[config.mk]
export PLATFORM = sky130hd
export DESIGN_NAME = adc_frame_capture_flat
export DESIGN_NICKNAME = d
export VERILOG_FILES = /design/src/rtl/adc_cap_pkg.sv /design/src/rtl/adc_frame_capture_if.sv /design/src/rtl/adc_trig_detect.sv /design/src/rtl/adc_frame_capture.sv /design/src/flat_wrapper.sv
export SDC_FILE = /design/constraint.sdc
export NUM_CORES = 1
export LEC_CHECK = 0
export ABC_AREA = 0
export CORE_MARGIN = 5
export CORE_UTILIZATION = 38
export DETAILED_ROUTE_END_ITERATION = 16
export PLACE_DENSITY = 0.73
export SLEW_MARGIN = 20
export SYNTH_ARGS = -nofsm -noshare
export SYNTH_HDL_FRONTEND = slang
export SYNTH_HIERARCHICAL = 1
export SYNTH_SLANG_ARGS = --single-unit
[constraint.sdc]
create_clock -name clk -period 2.1 [get_ports clk]
set_clock_uncertainty 0.1 [all_clocks]
set_input_delay 0.525 -clock clk [delete_from_list [all_inputs] [get_ports clk]]
set_output_delay 0.525 -clock clk [all_outputs]
set_load 0.01 [all_outputs]
[src/rtl/adc_cap_pkg.sv]
// Shared types and defaults for the ADC frame capture block.
// The optional level trigger is enabled by defining ADC_FRAME_TRIG_EN.
package adc_cap_pkg;

    typedef enum logic [2:0] {
        ST_IDLE,
        ST_ARM,
        ST_WAIT_TRIG,
        ST_CAPTURE,
        ST_DONE
    } cap_state_t;

    localparam int FRAME_LEN_DEF    = 1024;
    localparam int TRIG_TIMEOUT_DEF = 65535;

    // True when the FIFO has strictly more free words than one full frame.
    function automatic logic fifo_has_room(input int depth, input int count, input int len);
        return (depth - count) > len;
    endfunction

endpackage

[src/rtl/adc_frame_capture_if.sv]
// FIFO write-port bundle between the frame capture stage and the sample FIFO.
interface adc_frame_capture_if #(
    parameter int OUT_W = 8,
    parameter int CNT_W = 13
);
    logic             fifo_wr_en;
    logic [OUT_W-1:0] fifo_din;
    logic [CNT_W-1:0] fifo_wr_count;

    modport master (output fifo_wr_en, output fifo_din, input  fifo_wr_count);
    modport slave  (input  fifo_wr_en, input  fifo_din, output fifo_wr_count);
endinterface

[src/rtl/adc_trig_detect.sv]
// Rising-edge level trigger with a watchdog that forces a start when no
// edge arrives. Only instantiated when ADC_FRAME_TRIG_EN is defined.
// The edge compare looks at the live pin sample so that the sample which
// fires the trigger is still in the input register when capture begins.
module adc_trig_detect
    import adc_cap_pkg::*;
#(
    parameter int OUT_W        = 8,
    parameter int TRIG_TIMEOUT = TRIG_TIMEOUT_DEF
) (
    input  logic             clk,
    input  logic             rst,
    input  logic             en,
    input  logic [OUT_W-1:0] sample,
    input  logic [OUT_W-1:0] level,
    output logic             trig_hit,
    output logic             trig_to
);
    localparam int TO_W = $clog2(TRIG_TIMEOUT + 1);

    logic [OUT_W-1:0] prev_reg;
    logic [TO_W-1:0]  to_cnt_reg;

    // Previous upper-bits sample, tracked on every cycle regardless of state.
    always_ff @(posedge clk or posedge rst) begin
        if (rst) prev_reg <= '0;
        else     prev_reg <= sample;
    end

    // Cycles spent waiting; restarts whenever the wait state is left.
    always_ff @(posedge clk or posedge rst) begin
        if (rst)      to_cnt_reg <= '0;
        else if (!en) to_cnt_reg <= '0;
        else          to_cnt_reg <= to_cnt_reg + TO_W'(1);
    end

    assign trig_hit = en && (prev_reg < level) && (sample >= level);
    assign trig_to  = en && (to_cnt_reg == TO_W'(TRIG_TIMEOUT - 1));

endmodule

[src/rtl/adc_frame_capture.sv]
// ADC frame capture: registers the ADC pins, waits for FIFO room (and the
// optional level trigger, macro ADC_FRAME_TRIG_EN), then writes one
// decimated frame of FRAME_LEN samples into the downstream FIFO.
module adc_frame_capture
    import adc_cap_pkg::*;
#(
    parameter int DATA_W       = 10,
    parameter int OUT_W        = 8,
    parameter int FIFO_DEPTH   = 8192,
    parameter int CNT_W        = 13,
    parameter int FRAME_LEN    = FRAME_LEN_DEF,
    parameter int DECIM_W      = 8,
    parameter int TRIG_TIMEOUT = TRIG_TIMEOUT_DEF
) (
    input  logic               clk,
    input  logic               rst,
    input  logic [DATA_W-1:0]  ad_data,
    input  logic               ad_otr,
    input  logic               frame_req,
    input  logic [DECIM_W-1:0] decim,
    input  logic [OUT_W-1:0]   trig_level,
    adc_frame_capture_if.master fifo,
    output logic               busy,
    output logic               frame_done,
    output logic               otr_flag,
    output logic               trig_timeout
);
    cap_state_t         state_reg;
    logic [DATA_W-1:0]  ad_q_reg;
    logic               otr_q_reg;
    logic [DECIM_W-1:0] decim_reg;
    logic [DECIM_W-1:0] d_reg;
    logic [CNT_W-1:0]   n_reg;
    logic               wr_en_reg;
    logic [OUT_W-1:0]   din_reg;
    logic               busy_reg;
    logic               frame_done_reg;
    logic               otr_flag_reg;
    logic [OUT_W-1:0]   sample_up;

    assign sample_up = ad_q_reg[DATA_W-1 -: OUT_W];

    generate
        if (DATA_W > OUT_W) begin : g_lsb
            logic unused_lsb;
            assign unused_lsb = ^ad_q_reg[DATA_W-OUT_W-1:0];
        end
    endgenerate

`ifdef ADC_FRAME_TRIG_EN
    logic trig_hit;
    logic trig_to;
    logic trig_timeout_reg;

    adc_trig_detect #(
        .OUT_W        (OUT_W),
        .TRIG_TIMEOUT (TRIG_TIMEOUT)
    ) u_trig (
        .clk      (clk),
        .rst      (rst),
        .en       (state_reg == ST_WAIT_TRIG),
        .sample   (ad_data[DATA_W-1 -: OUT_W]),
        .level    (trig_level),
        .trig_hit (trig_hit),
        .trig_to  (trig_to)
    );

    assign trig_timeout = trig_timeout_reg;
`else
    logic unused_trig;
    assign unused_trig  = ^trig_level;
    assign trig_timeout = 1'b0;
`endif

    // Single input register stage for the ADC word and its over-range bit.
    always_ff @(posedge clk or posedge rst) begin
        if (rst) begin
            ad_q_reg  <= '0;
            otr_q_reg <= 1'b0;
        end else begin
            ad_q_reg  <= ad_data;
            otr_q_reg <= ad_otr;
        end
    end

    // Frame sequencer with registered FIFO write port and status outputs.
    always_ff @(posedge clk or posedge rst) begin
        if (rst) begin
            state_reg        <= ST_IDLE;
            decim_reg        <= '0;
            d_reg            <= '0;
            n_reg            <= '0;
            wr_en_reg        <= 1'b0;
            din_reg          <= '0;
            busy_reg         <= 1'b0;
            frame_done_reg   <= 1'b0;
            otr_flag_reg     <= 1'b0;
`ifdef ADC_FRAME_TRIG_EN
            trig_timeout_reg <= 1'b0;
`endif
        end else begin
            wr_en_reg      <= 1'b0;
            frame_done_reg <= 1'b0;
            case (state_reg)
                ST_IDLE: begin
                    if (frame_req) begin
                        state_reg <= ST_ARM;
                        busy_reg  <= 1'b1;
                    end
                end
                ST_ARM: begin
                    if (fifo_has_room(FIFO_DEPTH, int'(fifo.fifo_wr_count), FRAME_LEN)) begin
`ifdef ADC_FRAME_TRIG_EN
                        state_reg <= ST_WAIT_TRIG;
`else
                        state_reg    <= ST_CAPTURE;
                        decim_reg    <= decim;
                        d_reg        <= '0;
                        n_reg        <= '0;
                        otr_flag_reg <= 1'b0;
`endif
                    end
                end
                ST_WAIT_TRIG: begin
`ifdef ADC_FRAME_TRIG_EN
                    if (trig_hit || trig_to) begin
                        state_reg        <= ST_CAPTURE;
                        decim_reg        <= decim;
                        d_reg            <= '0;
                        n_reg            <= '0;
                        otr_flag_reg     <= 1'b0;
                        trig_timeout_reg <= !trig_hit;
                    end
`else
                    state_reg <= ST_IDLE;
                    busy_reg  <= 1'b0;
`endif
                end
                ST_CAPTURE: begin
                    if (d_reg == '0) begin
                        wr_en_reg <= 1'b1;
                        din_reg   <= sample_up;
                        n_reg     <= n_reg + CNT_W'(1);
                        if (otr_q_reg)
                            otr_flag_reg <= 1'b1;
                        if (n_reg == CNT_W'(FRAME_LEN - 1))
                            state_reg <= ST_DONE;
                    end
                    d_reg <= (d_reg == decim_reg) ? '0 : d_reg + DECIM_W'(1);
                end
                ST_DONE: begin
                    frame_done_reg <= 1'b1;
                    busy_reg       <= 1'b0;
                    state_reg      <= ST_IDLE;
                end
                default: begin
                    state_reg <= ST_IDLE;
                    busy_reg  <= 1'b0;
                end
            endcase
        end
    end

    assign fifo.fifo_wr_en = wr_en_reg;
    assign fifo.fifo_din   = din_reg;
    assign busy            = busy_reg;
    assign frame_done      = frame_done_reg;
    assign otr_flag        = otr_flag_reg;

endmodule

[src/flat_wrapper.sv]
// flat-port wrapper written by rule: the top's interface ports become plain ports
module adc_frame_capture_flat import adc_cap_pkg::*;
#(
    parameter int DATA_W       = 10,
    parameter int OUT_W        = 8,
    parameter int FIFO_DEPTH   = 8192,
    parameter int CNT_W        = 13,
    parameter int FRAME_LEN    = FRAME_LEN_DEF,
    parameter int DECIM_W      = 8,
    parameter int TRIG_TIMEOUT = TRIG_TIMEOUT_DEF
)
  (clk, rst, ad_data, ad_otr, frame_req, decim, trig_level, busy, frame_done, otr_flag, trig_timeout, fifo_fifo_wr_en, fifo_fifo_din, fifo_fifo_wr_count);
  adc_frame_capture_if #(.OUT_W(OUT_W), .CNT_W(CNT_W)) fifo_i ();
  input  logic clk;
  input  logic rst;
  input  logic [DATA_W-1:0] ad_data;
  input  logic ad_otr;
  input  logic frame_req;
  input  logic [DECIM_W-1:0] decim;
  input  logic [OUT_W-1:0] trig_level;
  output logic busy;
  output logic frame_done;
  output logic otr_flag;
  output logic trig_timeout;
  output wire logic [$bits(fifo_i.fifo_wr_en)-1:0] fifo_fifo_wr_en;
  output wire logic [$bits(fifo_i.fifo_din)-1:0] fifo_fifo_din;
  input wire logic [$bits(fifo_i.fifo_wr_count)-1:0] fifo_fifo_wr_count;
  assign fifo_fifo_wr_en = fifo_i.fifo_wr_en;
  assign fifo_fifo_din = fifo_i.fifo_din;
  assign fifo_i.fifo_wr_count = fifo_fifo_wr_count;
  adc_frame_capture #(.DATA_W(DATA_W), .OUT_W(OUT_W), .FIFO_DEPTH(FIFO_DEPTH), .CNT_W(CNT_W), .FRAME_LEN(FRAME_LEN), .DECIM_W(DECIM_W), .TRIG_TIMEOUT(TRIG_TIMEOUT)) u_core (.clk(clk), .rst(rst), .ad_data(ad_data), .ad_otr(ad_otr), .frame_req(frame_req), .decim(decim), .trig_level(trig_level), .fifo(fifo_i), .busy(busy), .frame_done(frame_done), .otr_flag(otr_flag), .trig_timeout(trig_timeout));
endmodule
==> Word-level counts from Yosys, hierarchy flattened <==
Cells that the tools add are included.
{ "totals": {"reg_bits": 55, "latchBits": 0, "mem_bits_rw": 0, "mem_bits_ro": 0, "output_inout_bits": 13, "word_cells": 57, "n_memories": 0} }
{ "classes": {"add_sub_neg": 3, "mul": 0, "div": 0, "n_lt_le_gt_ge": 1, "eq_ne": 10, "shifts": 0, "muxes": 20, "bitwise": 1, "reduce_logical": 11} }
{ "ops": {"columns": ["op", "n"], "rows": [
  ["greater-than comparator 32 x 12 -> 1 bit (second input constant)", 1],
  ["2-to-1 mux 13 bit", 2],
  ["one-hot mux 13 bit (2 select lines)", 1],
  ["2-to-1 mux 8 bit", 2],
  ["one-hot mux 8 bit (2 select lines)", 1],
  ["subtractor 14 x 13 -> 15 bit (first input constant)", 1],
  ["adder 13 x 1 -> 13 bit (second input constant)", 1],
  ["== test 13 x 10 -> 1 bit (second input constant)", 1],
  ["2-to-1 mux 3 bit", 4],
  ["one-hot mux 3 bit (3 select lines)", 1],
  ["adder 8 x 1 -> 8 bit (second input constant)", 1],
  ["== test 8 bit", 1],
  ["zero test 8 bit", 1],
  ["!= test 2 x 1 -> 1 bit (second input constant)", 4],
  ["AND reduction 2 bit", 4],
  ["AND reduction 4 bit", 2],
  ["2-to-1 mux 1 bit", 7],
  ["one-hot mux 1 bit (2 select lines)", 2],
  ["== test 3 x 1 -> 1 bit (second input constant)", 1],
  ["== test 3 x 2 -> 1 bit (second input constant)", 1],
  ["== test 3 bit (second input constant)", 1],
  ["zero test 3 bit", 1],
  ["AND reduction 3 bit", 1],
  ["!= test 2 bit (second input constant)", 1],
  ["3 further kinds", 3]
]} }

==> Longest topological paths before layout <==
Gate-level depths: netlist of run 1.
{ "logic_depth": {"word_depth": 4, "mapped_depth": 9} }

==> Least setup slack after synthesis of run 1 <==
No wires, ideal clock.
{ "synth_path": {"kind": "register to register", "startpoint": "register u_core.d_reg[0]", "endpoint": "register u_core.n_reg[10]", "setup_time_ns": 0.077, "arrival_ns": 1.686, "required_time_ns": 1.923, "slack_ns": 0.237, "stages_incl_launch_ff": 8, "path_buffers": 1, "synth_period_minus_slack_ns": 1.863, "path_cell_list": "dfrtp_1 inv_1 ha_1 nor4b_4 nand3_2 buf_6 or4_1 a21oi_1"} }
{ "synth_via": {"elab_chain_cells": 3} }
{ "synth_lines": {"columns": ["element", "line_no", "source"], "rows": [
  ["start, declared", "adc_frame_capture.sv:32", "logic [DECIM_W-1:0] d_reg;"],
  ["start signal, assigned", "adc_frame_capture.sv:149", "d_reg <= (d_reg == decim_reg) ? '0 : d_reg + DECIM_W'(1);"],
  ["zero test 8 bit", "adc_frame_capture.sv:140", "if (d_reg == '0) begin"],
  ["!= test 2 x 1 -> 1 bit (no source line)", null, null],
  ["AND reduction 3 bit (no source line)", null, null],
  ["end signal, assigned", "adc_frame_capture.sv:143", "n_reg <= n_reg + CNT_W'(1);"],
  ["end, declared", "adc_frame_capture.sv:33", "logic [CNT_W-1:0] n_reg;"]
]} }
No other way between the ends.
A chain may end at the register's enable or synchronous reset.

==> Worst setup path in the final report of run 1 <==
{ "layout_path": {"startpoint": "register u_core.d_reg[0]", "endpoint": "register u_core.n_reg[5]"} }
The elaborated chain is that of the path after synthesis.

==> impl_metrics.py, run 1 <==
metrics = {
    "yosys": {
        "synthAdderAreaFrac": 0.0160,
        "synth_compound_area_frac": 0.0837,
        "yosysWarnings": 6,
        "synth_nets": 281,
        "synthFlopType": "dfrtp_1",
        "avgSynthCellArea_um2": 9.99,
        "post_synth_mux_area_share": 0.00853,
        "synth-async-reset-ratio": 1.00,
        "synth_top_family_by_area": "simple AND/OR/NAND/NOR gates",
        "synth_area_um2": 2350,
        "synth-simple-area-share": 0.235,
        "synth_edf_count": 0,
        "synth-seq-area-share": 0.565,
        "yosys-top-cells-area": "dfrtp_1 57%, nand2_1 10%, xnor2_1 3.0%",
        "synth_top_area_cell": "dfrtp_1",
        "synthXorXnorAreaFrac": 0.0560,
        "ys_ff_latch": 53,
        "ys_types": 38,
        "synth_top_area_share": 0.565,
        "synth_cells": 235,
    },
    "setup_path": {
        "crit_start": "u_core/d_reg[0]",
        "path_cells": "inv_1 -> ha_1 -> nor4b_4 -> buf_4 -> nand4_1 -> or3_1 -> a21oi_1",
        "slowest_stage": "dfrtp_1",
        "crit_path_max_fanout": 4,
        "slowest_delay_ps": 390,
        "critical_path_class": "reg2reg",
        "rr_startpoint": "u_core/d_reg[0]",
        "cp-end-kind": "flop",
        "crit_arrival_ps": 2070,
        "cp.required_ps": 2220,
        "start_kind": "flop",
    },
    "sta": {
        "setup_viol": 0,
        "timing.fmax_ghz": 0.515,
        "rsz0062_at_grt": "false",
        "hold_viol": 0,
        "period_needed_ps": 1940,
        "slew_headroom": 0.619,
        "period_share": 0.925,
        "max_slew.worst_pin.slew_ps": 567,
        "finalMaxSlewViolations": 0,
        "finalSetupTns_ps": 0,
    },
    "global_route": {
        "antenna_found_initial": 0,
        "grt_use_total": 0.134,
        "overflow": 0,
        "grt_pass1_vias": 1855,
        "grt_pass1_wl_um": 8390,
        "grt_max_degree": 24,
    },
    "clock_network": {
        "cts_tree": "yes",
        "cts_resized": 0,
        "cts_root_buf": "clkbuf_8",
        "cts_hold_buffers": 0,
        "post_cts_buffers": 0,
        "clk_pin_slew_ps": 100,
        "cts_max_level": 2,
        "insertion_delay_ps": 310,
        "clock-sinks": 53,
        "cts_buffers": 5,
        "cts_max_path_buffers": 2,
    },
    "drt": {
        "wirelength_um": 4770,
        "drtPass1Iterations": 4,
        "route.detailed.drc": 0,
        "drtIter0Drc": 111,
        "dr_total_vias": 1801,
        "wl_per_cell_um": 13.3,
        "ant_nets": 0,
        "viasPerCell": 5.03,
    },
    "worst_hold_path": {
        "min_path_type": "reg2reg",
        "hold_path_startpoint": "u_core/ad_q_reg[7]",
    },
    "placement": {
        "placedInstanceArea_um2": 2880,
        "gp_congestion": 0.868,
        "io_buffers": 34,
        "hpwl_um": 3450,
    },
    "finish": {
        "area_growth_syn_to_layout_pct": 27.5,
        "num-fill-cells": 560,
        "drive_above_1_share": 0.106,
        "multi_input_area_um2": 941,
        "nets": 328,
        "final-seq-area_um2": 1330,
        "antennaDiodeCount": 0,
        "largest_reg_flops": 13,
        "final_area_um2": 2990,
    },
    "floorplanning": {
        "row_count": 28,
        "dieArea_um2": 7850,
        "core_area_um2": 5960,
        "die_h_um": 88.6,
        "ios": 56,
        "start_util": 0.394,
        "die_w_um": 88.6,
    },
    "power": {
        "power_leakage_nw": 1.38,
        "cellPowerDensity_nw_per_um2": 1220,
        "irDropWorstVdd_v": 0.000662,
    },
    "run_status": {
        "status": "completed",
    },
    "flow_run": {
        "maxCapViolCount": 0,
    },
}
==> worst max-delay path: cells and delay by family (launching register included) <==
family                     cells  cell delay [ps]
AOI/OAI and AO/OA              1              160
and+or+nand+nor                3              810
buffers and inverters          2              250
DFF                            1              390
adders and majority gates      1              150
==> per-stage QoR <==
stage                      util  instances  hold WS (ps)  power, W  setup WS [ps]
after floorplan               -        235           314   0.00235            189
after global placement    0.483        350           319   0.00293            189
after detailed placement  0.483        350           329   0.00297            117
after CTS                 0.503        358           349   0.00370            128
after global routing      0.503        358           367   0.00395           17.9
final                     0.503        358           349   0.00366            157
==> cell usage in the layout (no fill, tap or decap), types with 2 or more instances in the layout <==
cell             synthesis  final
o31ai_1                  7      7
nand2_1                 65     65
inv_1                    6      5
or4_1                    5      5
clkbuf_8                 0      5
nand3_1                  8      8
buf_12                   0      2
a21oi_1                  8      8
ha_1                     3      3
or3_1                    3      3
nor2_1                   9      9
dfrtp_1                 53     53
clkdlybuf4s50_1          0     34
xnor2_1                  8      8
o211ai_1                 2      2
xor2_1                   7      7
nor3b_1                  2      2
and3_1                   3      3
mux2i_1                  2      2
inv_6                    0      2
buf_4                    1     15
o21ai_0                  8      8
nand4_1                  9      9
==> worst paths after layout <==
path                                            to  slack (ps)  cells after the start
max                                u_core/n_reg[5]         160                      7
min                        u_core/fifo.fifo_din[5]         350                      2
max reg2reg                        u_core/n_reg[5]         160                      7
min reg2reg                u_core/fifo.fifo_din[5]         350                      2
max in group asynchronous       u_core/ad_q_reg[2]        1020                      3
min in group asynchronous          u_core/n_reg[2]         410                      2
==> cells in the mapped netlist, drive strengths merged, types with 2 or more instances <==
master / count
or3: 3
mux2i: 2
nor3b: 2
nand3: 9
dfrtp: 53
o31ai: 7
o211ai: 2
inv: 6
or4: 5
and3: 3
o21ai: 8
ha: 3
clkbuf: 5
a21oi: 8
nand2: 65
xor2: 7
buf: 6
nor2: 9
xnor2: 8
nand4: 9
==> cell type report <==
type / count / share of cell area
clock buffer: 5 / 0.0230
multi-input combinational: 165 / 0.314
sequential: 53 / 0.443
timing repair buffer: 51 / 0.165
tap: 75 / 0.0314
inverter: 6 / 0.00753
clock inverter: 3 / 0.0159
==> report_power, final <==
group          leakage, nW  switching (W)  internal, W
logic                0.633       0.000789     0.000698
clock network       0.0591       0.000358     0.000364
registers            0.685       0.000177      0.00128
total                 1.38        0.00132      0.00234
==> cells by family after synthesis <==
group,after synthesis
multiplexers,2
adder cells (fa/ha/maj),3
other,1
buffers and inverters,17
flip-flops,53
XOR/XNOR,15
AND/OR/NAND/NOR,113
AO/OA/AOI/OAI,31
==> per-layer routing <==
layer	GRT usage	vias up	wire length [um]
met3	0.0354	2	225
met4	0.0302	0	27
met1	0.178	872	2280
met2	0.220	38	2240
li1	-	889	-
met5	0	-	0
Note: power is estimated with default switching activity, not from simulation.
==> inputs of run 2 (changes only) <==
SKIP_LAST_GASP = 1   (was default)
==> results of run 2 <==
Same layout as run 1: the final DEF is identical, and so are final timing and power.
==> inputs of run 3 (changes only) <==
PLACE_DENSITY = 0.74   (was 0.73)
==> impl_metrics.py, run 3 (synthesis results as in run 1) <==
metrics = {
    "setup_path": {
        "crit_buf_inv": 1,
        "crit_path_max_fanout": 10,
        "critical_path_class": "reg2reg",
        "path_delay_family": "simple AND/OR/NAND/NOR gates",
        "crit_arrival_ps": 2140,
        "cp.required_ps": 2210,
        "cp-end-kind": "flop",
        "path_cells": "inv_1 -> ha_1 -> nor4b_4 -> nand3_2 -> or4_1 -> a21oi_1",
        "start_kind": "flop",
        "slowest_delay_ps": 520,
        "slowest_stage": "or4_1",
    },
    "floorplanning": {
        "start_util": 0.394,
        "dieArea_um2": 7850,
        "core_area_um2": 5960,
        "ios": 56,
        "die_h_um": 88.6,
        "die_w_um": 88.6,
        "row_count": 28,
    },
    "finish": {
        "area_growth_syn_to_layout_pct": 26.1,
        "antennaDiodeCount": 0,
        "final_cell_mix": "65 x nand2_1, 53 x dfrtp_1, 34 x clkdlybuf4s50_1, 14 x buf_4",
        "layout_commonest_cell": "nand2_1",
        "final_util": 0.497,
        "drive_above_1_share": 0.103,
        "nets": 327,
        "largest_reg_flops": 13,
        "final_cells": 357,
        "final_area_um2": 2960,
    },
    "clock_network": {
        "cts_hold_buffers": 0,
        "insertion_delay_ps": 300,
        "clk_pin_slew_ps": 90,
        "cts_max_path_buffers": 2,
        "cts_buffers": 5,
        "cts_root_buf": "clkbuf_8",
        "cts_resized": 0,
        "post_cts_buffers": 0,
        "cts_max_level": 2,
        "clock-sinks": 53,
        "cts_tree": "yes",
    },
    "drt": {
        "drtIter0Drc": 86,
        "ant_nets": 0,
        "wl_per_cell_um": 13.6,
        "viasPerCell": 5.13,
        "route.detailed.drc": 0,
        "wirelength_um": 4860,
        "dr_total_vias": 1830,
        "drtPass1Iterations": 4,
    },
    "sta": {
        "max_slew.worst_pin.slew_ps": 597,
        "rsz0062_at_grt": "true",
        "hold_ws_ps": 350,
        "hold_viol": 0,
        "finalMaxSlewViolations": 0,
        "setup_viol": 0,
        "period_needed_ps": 2020,
        "slew_headroom": 0.599,
        "period_share": 0.964,
        "fin_ws_ps": 76.4,
        "timing.fmax_ghz": 0.494,
    },
    "power": {
        "power_leakage_nw": 1.36,
        "cellPowerDensity_nw_per_um2": 1200,
        "irDropWorstVdd_v": 0.000625,
    },
    "global_route": {
        "grt_pass1_wl_um": 8220,
        "overflow": 0,
        "grt_pass1_vias": 1806,
        "grt_max_degree": 38,
        "grt_use_total": 0.134,
        "antenna_found_initial": 0,
    },
    "placement": {
        "placedInstanceArea_um2": 2870,
        "hpwl_um": 3520,
        "io_buffers": 34,
        "gp_congestion": 0.811,
        "place_ws_ps": 98.8,
        "dp.cells": 349,
    },
    "run_status": {
        "status": "completed",
    },
    "flow_run": {
        "maxCapViolCount": 0,
    },
    "worst_hold_path": {
        "min_path_type": "reg2reg",
    },
}
-- run 3: changes by cell type in the layout (fill, tap and decap cells not counted) --
cell | before | now
clkinvlp_4 | 0 | 1
clkinv_2 | 0 | 1
inv_6 | 2 | 1
buf_4 | 15 | 14
bufinv_16 | 1 | 0
-- run 3: layout make-up --
class	instances	area, um2
Inverter	6	22.5
Sequential cell	53	1330
Multi-Input combinational cell	165	941
Fill cell	578	3000
Clock inverter	3	21.3
Timing Repair Buffer	50	485
Tap cell	75	93.8
Clock buffer	5	68.8
-- run 3: stage by stage --
stage                     total power (W)  TNS (ps)
after global placement            0.00296         0
final                             0.00355         0
after floorplan                   0.00235         0
after CTS                         0.00360         0
after detailed placement          0.00301         0
after global routing              0.00384     -20.6
-- run 3: layer usage --
metal | vias to the layer above | track usage | share of wire
met4 | 0 | 0.0508 | 0.010
met3 | 6 | 0.0298 | 0.066
met2 | 52 | 0.227 | 0.51
met5 | - | 0 | 0
met1 | 883 | 0.168 | 0.42
li1 | 889 | - | -
-- run 3: power by group --
group	total, W	leakage (nW)	internal, W	switching, W
combinational	0.00153	0.628	0.000724	0.000803
sequential	0.00146	0.685	0.00128	0.000182
clock	0.000567	0.0445	0.000237	0.000330
-- run 3: worst register-to-register path: stages (launching register included) --
cell     delay (ps)
dfrtp_1         390
inv_1            60
ha_1            160
nor4b_4         250
nand3_2         240
or4_1           520
a21oi_1         210
-- run 3: final timing paths --
| check | end | depth (start not counted) | slack [ps] | start |
|---|---|---|---|---|
| worst max-delay path | u_core/n_reg[9] | 6 | 80 | u_core/d_reg[0] |
| worst min-delay path | u_core/fifo.fifo_din[6] | 2 | 350 | u_core/ad_q_reg[8] |
| worst max register to register | u_core/n_reg[9] | 6 | 80 | u_core/d_reg[0] |
| worst min register to register | u_core/fifo.fifo_din[6] | 2 | 350 | u_core/ad_q_reg[8] |
| max in group asynchronous | u_core/ad_q_reg[7] | 3 | 1010 | rst |
| min in group asynchronous | u_core/decim_reg[6] | 2 | 390 | rst |
